==> src/rtl/sat_pkg.sv <==
// sat_pkg: shared state encoding, width helper and LFSR tap table for clause selection
package sat_pkg;
   typedef enum logic [2:0] {IDLE, COLLECT, PICK, READ, DONE} state_t;
   localparam logic [15:0] LFSR_TAPS_16 = 16'hB400;
   function automatic int cidx_w(input int n);
      return (n > 1) ? $clog2(n) : 1;
   endfunction
   function automatic logic [31:0] lfsr_taps(input int w);
      return (w == 8) ? 32'h0000_00B8 : (w == 32) ? 32'h8020_0003 : 32'(LFSR_TAPS_16);
   endfunction
endpackage

==> src/rtl/broken_clause_selector_if.sv <==
// broken_clause_selector_if: evaluated-clause beats in, selected broken clause out
interface broken_clause_selector_if import sat_pkg::*; #(
   parameter int NUM_CLAUSES = 256
);
   localparam int CIDX_W = cidx_w(NUM_CLAUSES);
   logic              start_i;
   logic              clause_valid_i;
   logic [CIDX_W-1:0] clause_idx_i;
   logic              break_i;
   logic              last_i;
   logic              sel_valid_o;
   logic              sel_ready_i;
   logic [CIDX_W-1:0] sel_idx_o;
   logic              sat_o;
   logic [CIDX_W:0]   broken_cnt_o;
   logic              overflow_o;
   logic              busy_o;
   modport master (
      output start_i, clause_valid_i, clause_idx_i, break_i, last_i, sel_ready_i,
      input  sel_valid_o, sel_idx_o, sat_o, broken_cnt_o, overflow_o, busy_o
   );
   modport slave (
      input  start_i, clause_valid_i, clause_idx_i, break_i, last_i, sel_ready_i,
      output sel_valid_o, sel_idx_o, sat_o, broken_cnt_o, overflow_o, busy_o
   );
endinterface

==> src/rtl/lfsr_prng.sv <==
// lfsr_prng: free-running Galois LFSR; a nonzero seed keeps it out of the all-zero lockup
module lfsr_prng import sat_pkg::*; #(
   parameter int           W     = 16,
   parameter logic [W-1:0] SEED  = W'(16'hACE1),
   parameter int           OUT_W = W
) (
   input  logic             clk_i,
   input  logic             reset_i,
   output logic [OUT_W-1:0] rnd_o
);
   localparam logic [W-1:0] TAPS = W'(lfsr_taps(W));
   logic [W-1:0] state;
   always_ff @(posedge clk_i)
      if (reset_i) state <= SEED;
      else state <= (state >> 1) ^ (state[0] ? TAPS : '0);
   assign rnd_o = state[OUT_W-1:0];
endmodule

==> src/rtl/broken_clause_selector.sv <==
// broken_clause_selector: buffers broken clause indices over a sweep and picks one uniformly
module broken_clause_selector import sat_pkg::*; #(
   parameter int                NUM_CLAUSES = 256,
   parameter int                BUF_DEPTH   = 64,
   parameter int                LFSR_W      = 16,
   parameter logic [LFSR_W-1:0] LFSR_SEED   = LFSR_W'(16'hACE1)
) (
   input logic                     clk_i,
   input logic                     reset_i,
   broken_clause_selector_if.slave bus
);
   localparam int CIDX_W = cidx_w(NUM_CLAUSES);
   localparam int PTR_W  = $clog2(BUF_DEPTH);
   localparam int CNT_W  = CIDX_W + 1;
   localparam logic [CNT_W-1:0] DEPTH = CNT_W'(BUF_DEPTH);
   state_t            state, state_n;
   logic [CIDX_W-1:0] mem [BUF_DEPTH];
   logic [PTR_W-1:0]  r, ptr;
   logic [CNT_W-1:0]  cnt, n, total;
   logic              beat, hit, last_beat, pick_ok;
   lfsr_prng #(.W(LFSR_W), .SEED(LFSR_SEED), .OUT_W(PTR_W)) u_prng (
      .clk_i, .reset_i, .rnd_o(r)
   );
   assign beat      = bus.clause_valid_i && state == COLLECT;
   assign hit       = beat && bus.break_i;
   assign last_beat = beat && bus.last_i;
   assign total     = cnt + CNT_W'(hit);
   // rejection sampling: only draws landing inside the filled part of the buffer count
   assign n         = (cnt > DEPTH) ? DEPTH : cnt;
   assign pick_ok   = CNT_W'(r) < n;
   assign bus.broken_cnt_o = cnt;
   assign bus.busy_o       = state != IDLE;
   always_ff @(posedge clk_i)
      state <= reset_i ? IDLE : state_n;
   always_comb begin
      state_n = state;
      case (state)
         IDLE:    state_n = bus.start_i ? COLLECT : IDLE;
         COLLECT: state_n = !last_beat ? COLLECT : (total == '0) ? DONE : PICK;
         PICK:    state_n = pick_ok ? READ : PICK;
         READ:    state_n = DONE;
         DONE:    state_n = (bus.sel_valid_o && bus.sel_ready_i) ? IDLE : DONE;
         default: state_n = IDLE;
      endcase
   end
   always_ff @(posedge clk_i)
      if (hit && cnt < DEPTH) mem[cnt[PTR_W-1:0]] <= bus.clause_idx_i;
   always_ff @(posedge clk_i)
      if (reset_i) begin
         cnt             <= '0;
         ptr             <= '0;
         bus.overflow_o  <= 1'b0;
         bus.sat_o       <= 1'b0;
         bus.sel_valid_o <= 1'b0;
         bus.sel_idx_o   <= '0;
      end else begin
         if (state == IDLE && bus.start_i) begin
            cnt            <= '0;
            bus.overflow_o <= 1'b0;
            bus.sat_o      <= 1'b0;
         end
         if (hit) begin
            cnt <= cnt + CNT_W'(1);
            if (cnt >= DEPTH) bus.overflow_o <= 1'b1;
         end
         if (last_beat && total == '0) begin
            bus.sat_o       <= 1'b1;
            bus.sel_idx_o   <= '0;
            bus.sel_valid_o <= 1'b1;
         end
         if (state == PICK && pick_ok) ptr <= r;
         if (state == READ) begin
            bus.sel_idx_o   <= mem[ptr];
            bus.sel_valid_o <= 1'b1;
         end
         if (state == DONE && bus.sel_valid_o && bus.sel_ready_i) bus.sel_valid_o <= 1'b0;
      end
endmodule

==> src/flat_wrapper.sv <==
// flat-port wrapper written by rule: the top's interface ports become plain ports
module broken_clause_selector_flat import sat_pkg::*;
#(
   parameter int                NUM_CLAUSES = 256,
   parameter int                BUF_DEPTH   = 64,
   parameter int                LFSR_W      = 16,
   parameter logic [LFSR_W-1:0] LFSR_SEED   = LFSR_W'(16'hACE1)
)
  (clk_i, reset_i, bus_start_i, bus_clause_valid_i, bus_clause_idx_i, bus_break_i, bus_last_i, bus_sel_ready_i, bus_sel_valid_o, bus_sel_idx_o, bus_sat_o, bus_broken_cnt_o, bus_overflow_o, bus_busy_o);
  broken_clause_selector_if #(.NUM_CLAUSES(NUM_CLAUSES)) bus_i ();
  input logic clk_i;
  input logic reset_i;
  input wire logic [$bits(bus_i.start_i)-1:0] bus_start_i;
  input wire logic [$bits(bus_i.clause_valid_i)-1:0] bus_clause_valid_i;
  input wire logic [$bits(bus_i.clause_idx_i)-1:0] bus_clause_idx_i;
  input wire logic [$bits(bus_i.break_i)-1:0] bus_break_i;
  input wire logic [$bits(bus_i.last_i)-1:0] bus_last_i;
  input wire logic [$bits(bus_i.sel_ready_i)-1:0] bus_sel_ready_i;
  output wire logic [$bits(bus_i.sel_valid_o)-1:0] bus_sel_valid_o;
  output wire logic [$bits(bus_i.sel_idx_o)-1:0] bus_sel_idx_o;
  output wire logic [$bits(bus_i.sat_o)-1:0] bus_sat_o;
  output wire logic [$bits(bus_i.broken_cnt_o)-1:0] bus_broken_cnt_o;
  output wire logic [$bits(bus_i.overflow_o)-1:0] bus_overflow_o;
  output wire logic [$bits(bus_i.busy_o)-1:0] bus_busy_o;
  assign bus_i.start_i = bus_start_i;
  assign bus_i.clause_valid_i = bus_clause_valid_i;
  assign bus_i.clause_idx_i = bus_clause_idx_i;
  assign bus_i.break_i = bus_break_i;
  assign bus_i.last_i = bus_last_i;
  assign bus_i.sel_ready_i = bus_sel_ready_i;
  assign bus_sel_valid_o = bus_i.sel_valid_o;
  assign bus_sel_idx_o = bus_i.sel_idx_o;
  assign bus_sat_o = bus_i.sat_o;
  assign bus_broken_cnt_o = bus_i.broken_cnt_o;
  assign bus_overflow_o = bus_i.overflow_o;
  assign bus_busy_o = bus_i.busy_o;
  broken_clause_selector #(.NUM_CLAUSES(NUM_CLAUSES), .BUF_DEPTH(BUF_DEPTH), .LFSR_W(LFSR_W), .LFSR_SEED(LFSR_SEED)) u_core (.clk_i(clk_i), .reset_i(reset_i), .bus(bus_i));
endmodule
==> config.mk <==
export PLATFORM = sky130hd
export DESIGN_NAME = broken_clause_selector_flat
export DESIGN_NICKNAME = d
export VERILOG_FILES = /design/src/rtl/sat_pkg.sv /design/src/rtl/broken_clause_selector_if.sv /design/src/rtl/lfsr_prng.sv /design/src/rtl/broken_clause_selector.sv /design/src/flat_wrapper.sv
export SDC_FILE = /design/constraint.sdc
export NUM_CORES = 1
export LEC_CHECK = 0
export ABC_CLOCK_PERIOD_IN_PS = 3850
export CORE_UTILIZATION = 50
export CTS_BUF_LIST = sky130_fd_sc_hd__clkbuf_8
export CTS_CLUSTER_DIAMETER = 120
export DETAILED_ROUTE_END_ITERATION = 6
export DONT_BUFFER_PORTS = 1
export PLACE_DENSITY_LB_ADDON = 0.12
export SYNTH_ARGS = -nofsm -noshare
export SYNTH_HDL_FRONTEND = slang
export SYNTH_HIERARCHICAL = 1
export SYNTH_SLANG_ARGS = --single-unit
==> constraint.sdc <==
create_clock -name clk_i -period 3.85 [get_ports clk_i]
set_input_delay 0.1925 -clock clk_i [delete_from_list [all_inputs] [get_ports clk_i]]
set_output_delay 0.1925 -clock clk_i [all_outputs]
set_load 0.02 [all_outputs]
==> results.txt, run 1 <==
The critical path's slowest cell is sky130_fd_sc_hd__nor2_1. The share of flip-flops with an asynchronous set or reset came out at 0. Of the cells placed in the final design, the portion with a size suffix greater than 1 is 0.234.

The layout has 3303 filler cells. Summed over all layers, the routed wires come to 48800 µm. On the critical path the largest part of the delay comes from simple AND/OR/NAND/NOR gates.

The synthesized area per cell is ~19 µm². Data on the critical path arrives at its endpoint at 3.38 ns. The final period utilization is 0.806.

The number of nets in the layout is 1299. The mean number of vias per cell came out at 5.80. On the final layout, the worst clock skew is 0.0306 ns. The commonest cells after synthesis are 512 x sky130_fd_sc_hd__edfxtp_1, 109 x sky130_fd_sc_hd__mux4_2, 88 x sky130_fd_sc_hd__nor2_1, 51 x sky130_fd_sc_hd__dfxtp_1, 43 x sky130_fd_sc_hd__nand2_1. The sequential-to-total area share from yosys stat came out at 0.736. The sort of element at the start of the critical path is a flop. The final setup violation count is 0. The combined area of the multi-input logic cells came out at 5390 µm².

The number of standard cells in the layout, taps in and fillers out came out at 1936. The fraction of synthesized cell area taken by the top area cell type came out at 0.691. The total nets after synthesis is 1172. The cell area after synthesis came out at 22300 µm².

Summed over all cells, the static leakage comes to 8.13 nW. For this configuration, the core starts out at a cell density of 0.512. The signal on the critical path passes through nor3_2 > and3_1 > nand4_1 > nor2_1. The worst path buffer plus inverter count is 0. The wire-length estimate of the detail-placed layout is 29100 µm. The total number of placement rows came out at 76.

The longest clock path from root to sink contains 3 buffers. Clock latency on the worst-skew pair, taken at its later pin, is 0.66 ns. For this run, the slowest stage of the critical path takes about 0.82 ns. Ranked by total cell area, the synthesized netlist is headed by sky130_fd_sc_hd__edfxtp_1 69%, sky130_fd_sc_hd__mux4_2 11%, sky130_fd_sc_hd__dfxtp_1 4.6%. The largest total area in the synthesized netlist belongs to sky130_fd_sc_hd__edfxtp_1. Measured along the y axis, the die boundary spans 213 µm. The width of the die came out at 213 µm. The number of distinct standard cells referenced by the synthesized netlist came out at 60. The total count of hold-check failures in the final report is 0. In this run the worst path has a maximum fanout of 11. Buffers placed on the I/O ports in this run total 0. In this run, the number of DRC markers left after iteration 0 of detailed routing was just over 1k. The iteration count of the initial detailed-routing pass came out at 5. The most used flip-flop cell after synthesis is sky130_fd_sc_hd__edfxtp_1. Setup repair after global routing left no endpoint under its margin.

The number of H-tree levels came out at 3. The number of gates given a new drive strength after cts came out at 0. The pin count of the biggest net entering global routing is 82. The required time of the critical path is 4.12 ns. The most frequent cell after synthesis is sky130_fd_sc_hd__edfxtp_1. The count of synthesis-stage warnings from yosys came out at 6. The final number of max-transition violations is 0.

Based on the critical path, the design can be clocked at up to around 320 MHz. The overall via count from detail_route came out at 11.2k. In this run the standard cell core region covers roughly 43000 µm². The number of antenna violations at the first check in global routing was 3. The post-detailed-route DRC marker count came out at 0. The register clock-pin slew on the reported worst setup and hold paths came out at ~0.05 ns.

The number of nets with antenna violations after routing is 0. The post-synthesis instance total came out at 1147. The synthesized design contains 512 enable-type register cells. The largest vdd supply drop came out at approximately 0.26 mV.

The placed instance count came out at between 1.5k and 2k. The number of storage elements in the synthesis netlist is 563. The total negative slack came out at 0 ns. In the final layout, flip-flops and latches occupy 16400 µm². The wire length of the first global-routing pass is 72400 µm.

The worst-margin pin slew is 1.08 ns. CTS saw 563 sinks. The worst setup path is captured at a flop.

In this run the worst hold path is classified as in -> reg. The setup path with the least slack is of type reg -> reg. Across every metal layer, demand over resource in global routing totals 0.225. The final estimated routing congestion in global placement came out at 0.854. The layout overhead on the synthesized area came out at 13.7%.

The power density over cell area is approximately 460 nW/µm². The clock buffer count from CTS came out at 92. The flow ran to the end, and the final reports show no timing, DRC or antenna violations. The cell sitting at the root of the clock tree is a sky130_fd_sc_hd__clkbuf_8. The die area is 45400 µm².

The leftover overflow at the end of global routing is 0. The average wire per standard cell is 25.2 µm. The number of global-route vias before repair is about 11k. The clock period minus final worst setup slack came out at 3.10 ns. TritonCTS built the clock tree. The max-cap check violation count came out at 0. The number of ports placed on the die boundary is 36.

The worst pin sits at a relative slew slack of 0.279.
cell families (layout without fill, tap and decap cells):
group / after synthesis / count (layout) / synth area share
simple gates: 241 / 241 / 0.0524
mux: 167 / 167 / 0.156
compound gates: 85 / 85 / 0.0264
buf+inv: 77 / 280 / 0.0214
fa+ha+maj: 10 / 10 / 0.00562
flops: 563 / 563 / 0.736
other cells: 0 / 1 / 0
xor+xnor: 4 / 4 / 0.00157
power by group:
| part | switching (W) | internal [W] | leakage [nW] |
|---|---|---|---|
| sequential | 0.0000135 | 0.00668 | 5.02 |
| clock | 0.00229 | 0.00254 | 1.00 |
| combinational | 0.000136 | 0.0000616 | 2.11 |
| total | 0.00244 | 0.00928 | 8.13 |
state kept, by name, summed over array words and instances (netlist names), named ones only:
signal and count:
u_core/bus.overflow_o 1, u_core/ptr 6, u_core/mem 512, u_core/bus.sat_o 1, u_core/bus.sel_idx_o 8, u_core/bus.sel_valid_o 1
u_core/bus.broken_cnt_o 9, u_core/u_prng/state 16, u_core/state 3
worst min-delay path, cell delays in order:
cell and delay [ns]:
sky130_fd_sc_hd__and4bb_1 0.22, sky130_fd_sc_hd__nand2_1 0.08, sky130_fd_sc_hd__a31oi_1 0.04, sky130_fd_sc_hd__o21a_1 0.16
final timing paths:
check | from | end | slack [ns] | cells after the start
setup reg to reg | u_core/bus.broken_cnt_o[6] | u_core/mem[61][7] | 0.75 | 4
hold / removal | bus_clause_valid_i | u_core/state[1] | 0.10 | 4
hold reg to reg | u_core/u_prng/state[8] | u_core/u_prng/state[7] | 0.41 | 1
setup / recovery | u_core/bus.broken_cnt_o[6] | u_core/mem[61][7] | 0.75 | 4
cell usage in the layout (no fill, tap or decap), drive strengths merged, types with 3 or more instances in the layout:
cell	n
nand3	29
buf	86
nand3b	3
and2b	7
a21oi	26
a31oi	3
ha	10
nand2	43
nand2b	16
inv	46
dlygate4sd3	15
nor2	88
o221ai	7
nor3	9
a221oi	9
dfxtp	51
and3	3
and2	17
mux2i	30
clkinvlp	3
o21ai	5
edfxtp	512
a211oi	22
clkbuf	101
mux4	136
o21a	3
or2	7
nand4	8
xnor2	3
clkinv	27
nor2b	4
timing repair:
action / in CTS / in global routing
hold buffers: 24 / 0
hold endpoints to repair: 563 / 0
endpoints found under the setup margin: 0 / 1
setup buffers: 0 / 2
stage by stage:
stage               utilization  hold slack, ns  total power, W  cell area, µm²  setup WS (ns)
floorplan                     -           0.291         0.00687           22300          0.897
global placement          0.534           0.268         0.00688           23200          0.769
detailed placement        0.534           0.268         0.00688           23200          0.673
CTS                       0.582          0.0388          0.0118           25300          0.341
global route              0.583          0.0805          0.0121           25300          0.565
finish                    0.583           0.101          0.0117           25300          0.748
area by class of cell:
cell class / instances / area share
antenna: 1 / 0.0000988
clock buffer: 101 / 0.0549
clock inverter: 69 / 0.0132
inverter: 9 / 0.00133
multi-input combinational: 507 / 0.213
sequential: 563 / 0.648
tap: 585 / 0.0289
timing repair buffer: 101 / 0.0407
layer usage:
layer  wire [µm]  track usage
met3        3180       0.0565
met2       23500        0.352
met1       21100        0.313
met4         988       0.0655
met5          27            0
Power figures use the tool's default switching activity.
==> run 2, diff against run 1 <==
Settings changed: ABC_CLOCK_PERIOD_IN_PS 3850 to 3180.
Clock period 3.85 ns to 3.18 ns, I/O delays scaled along.
==> results.txt, run 2 (synthesized netlist as in run 1, its figures left out) <==
Outcome: complete, no violations (unchanged). The worst-skew pair later-pin latency is 0.66 ns (about the same). The clock tree from TritonCTS was done (unchanged).

The required time of the critical path came out at 3.71 ns (was 4.12 ns). The number of nets with antenna violations after routing is 0 (unchanged). The instance count along the most critical hold path is 4 (unchanged). The worst-margin pin slew came out at 0.770 ns (was 1.08 ns). The number of antenna violations at the first check in global routing was 1 (was 3). The final setup violation count is 0 (unchanged). The remaining max-slew budget at the tightest pin is 0.485 (was 0.279). The buffer cell driving the clock tree root is sky130_fd_sc_hd__clkbuf_8 (unchanged). The area of all placed cells without fillers is 25400 µm² (was 25300 µm²). The starting utilization of the core area came out at 0.512 (unchanged). The most frequent standard cell in the layout excluding fill and tap cells is sky130_fd_sc_hd__edfxtp_1 (unchanged). The overall routing resource usage came out at 0.232 (was 0.225).

The total count of hold-check failures in the final report was 0 (unchanged). Setup repair after global routing missed its margin: false (unchanged). The power density over cell area came out at 546 nW/µm² (was 463 nW/µm²). The depth of the worst register-to-register path is 7 (was 4). The pin count of the biggest net entering global routing came out at 65 (was 82). The overall via count from detail_route came to 11.3k (was 11.2k). The DRC marker count from the first detailed-route iteration came out at 1110 (was 1021). The share of final-layout standard cells stronger than drive strength 1 was 0.246 (was 0.234). The max-cap check violation count is 0 (unchanged). The count of inserted antenna diode cells came to 0 (was 1). The final number of max-transition violations is 0 (unchanged).

The post-detailed-route DRC marker count is 0 (unchanged). The area of placed instances came out at 23400 µm² (was 23200 µm²). The number of gates given a new drive strength after cts was 0 (unchanged). The half-perimeter wire length after detailed placement came out at 30400 µm (was 29100 µm). The final core area utilization came out at 0.583 (about the same). The number of nets in the layout is 1321 (was 1299). The die area came to 45400 µm² (unchanged). Commonest cells after routing, fill and taps aside: 512 x sky130_fd_sc_hd__edfxtp_1, 109 x sky130_fd_sc_hd__mux4_2, 97 x sky130_fd_sc_hd__buf_4 (was 512 x sky130_fd_sc_hd__edfxtp_1, 109 x sky130_fd_sc_hd__mux4_2, 101 x sky130_fd_sc_hd__clkbuf_8).

The average wire per standard cell is 25.7 µm (was 25.2 µm). The layout overhead on the synthesized area came out at 13.9% (was 13.7%). The final period utilization came out at 0.858 (was 0.806).

The leftover overflow at the end of global routing is 0 (unchanged). The number of buffers between clock root and the deepest sink is 3 (unchanged). The total number of placement rows is 76 (unchanged). The setup slack after placement is 0.451 ns (was 0.673 ns). The iteration count of the initial detailed-routing pass is 5 (unchanged). The flip-flop count of the largest register, all copies and words added is 512 (unchanged). The largest vdd supply drop is 0.456 mV (was 0.261 mV).

The largest driver fanout on the critical path came out at 35 (was 11). The data arrival time of the critical path is 3.26 ns (was 3.38 ns). The sort of element at the end of the critical path was a flop (unchanged).

The total length of routed wires came out at 50200 µm (was 48800 µm). The number of global-route vias before repair came out at 11.5k (was 11.4k). The wire length of the first global-routing pass came to 74700 µm (was 72400 µm).

The fill cell instance count of the final layout is 3320 (was 3303). The height of the die is 213 µm (unchanged). The leakage power summed over all cells came to 8.19 nW (was 8.13 nW).

The clock buffer count from CTS came out at 89 (was 92). The number of H-tree levels is 3 (unchanged). The standard cell core area came out at 43500 µm² (unchanged). The width of the die came out at 213 µm (unchanged). The number of input and output port buffers inserted is 0 (unchanged). The class of the tightest hold or removal check is in -> reg (unchanged).

The total negative slack is 0 ns (unchanged). The sort of element at the start of the critical path is a flop (unchanged). The number of sinks driven by the clock tree came to 563 (unchanged). The highest clock rate came to 367 MHz (was 322 MHz).

The final estimated routing congestion in global placement is 0.815 (was 0.854). The critical setup path kind is reg -> reg (unchanged). The mean number of vias per cell came to 5.77 (was 5.80). The register clock-pin slew on the reported worst setup and hold paths came out at 0.06 ns (was 0.05 ns).

The worst hold slack is 0.341 ns (was 0.101 ns). The clock period minus final worst setup slack is 2.73 ns (was 3.10 ns). The number of ports placed on the die boundary is 36 (unchanged). The clock skew after layout came out at 0.0220 ns (was 0.0306 ns).

The setup slack of the critical path after layout came out at 0.452 ns (was 0.748 ns).
==> run 2: cell types whose count changed in the layout (fill, tap and decap cells not counted), sizes merged, moves of 2 or more <==
cell | previous run | this run
clkinv | 27 | 31
clkinvlp | 3 | 1
buf | 86 | 110
clkbuf | 101 | 91
==> run 2: per-stage QoR <==
step | instances | total power (W)
CTS | 1951 | 0.0140
global route | 1951 | 0.0143
global placement | 1765 | 0.00833
floorplan | 1147 | 0.00832
finish | 1951 | 0.0138
detailed placement | 1765 | 0.00833
==> run 2: path summary, 6_finish.rpt <==
| check | from | endpoint | slack, ns |
|---|---|---|---|
| max | flop | u_core/bus.sel_idx_o[2] | 0.45 |
| min | bus_break_i | u_core/mem[45][6] | 0.34 |
| max reg2reg | flop | u_core/bus.sel_idx_o[2] | 0.45 |
| min reg2reg | u_core/u_prng/state[6] | u_core/u_prng/state[5] | 0.41 |
==> run 2: cell type report <==
class | count | area [µm²] | share of cell area
clock buffer | 91 | 1250 | 0.0494
clock inverter | 70 | 327 | 0.0129
timing repair buffer | 126 | 1210 | 0.0477
tap | 585 | 732 | 0.0289
multi-input combinational | 507 | 5390 | 0.213
inverter | 9 | 33.8 | 0.00133
sequential | 563 | 16400 | 0.647
==> run 2: per-layer routing <==
metal | track usage | routed length [µm] | share of wire | up-vias
met4 | 0.0739 | 1290 | 0.026 | 2
met5 | 0 | 15 | 0.00030 | -
met1 | 0.325 | 21700 | 0.43 | 5824
li1 | - | - | - | 4976
met3 | 0.0565 | 3360 | 0.067 | 85
met2 | 0.360 | 23800 | 0.47 | 379
==> run 2: what timing repair did <==
action | in CTS | in global routing
buffers inserted | 0 | 0
endpoints found under the hold margin | 563 | 0
hold buffers | 25 | 0
==> run 2: critical path, cell delays in order, from the launching register on <==
cell and delay (ns):
sky130_fd_sc_hd__dfxtp_4 0.76, sky130_fd_sc_hd__buf_4 0.40, sky130_fd_sc_hd__mux4_2 0.54, sky130_fd_sc_hd__and2_1 0.17, sky130_fd_sc_hd__a211oi_1 0.21, sky130_fd_sc_hd__a21oi_1 0.07
sky130_fd_sc_hd__a221oi_1 0.32, sky130_fd_sc_hd__nand2_1 0.09
==> run 2: power by group <==
group,switching (W),leakage [nW],total (W),internal (W)
sequential,0.0000125,5.02,0.00809,0.00808
clock,0.00274,0.937,0.00549,0.00275
combinational,0.000170,2.24,0.000245,0.0000759
total,0.00293,8.19,0.0138,0.0109
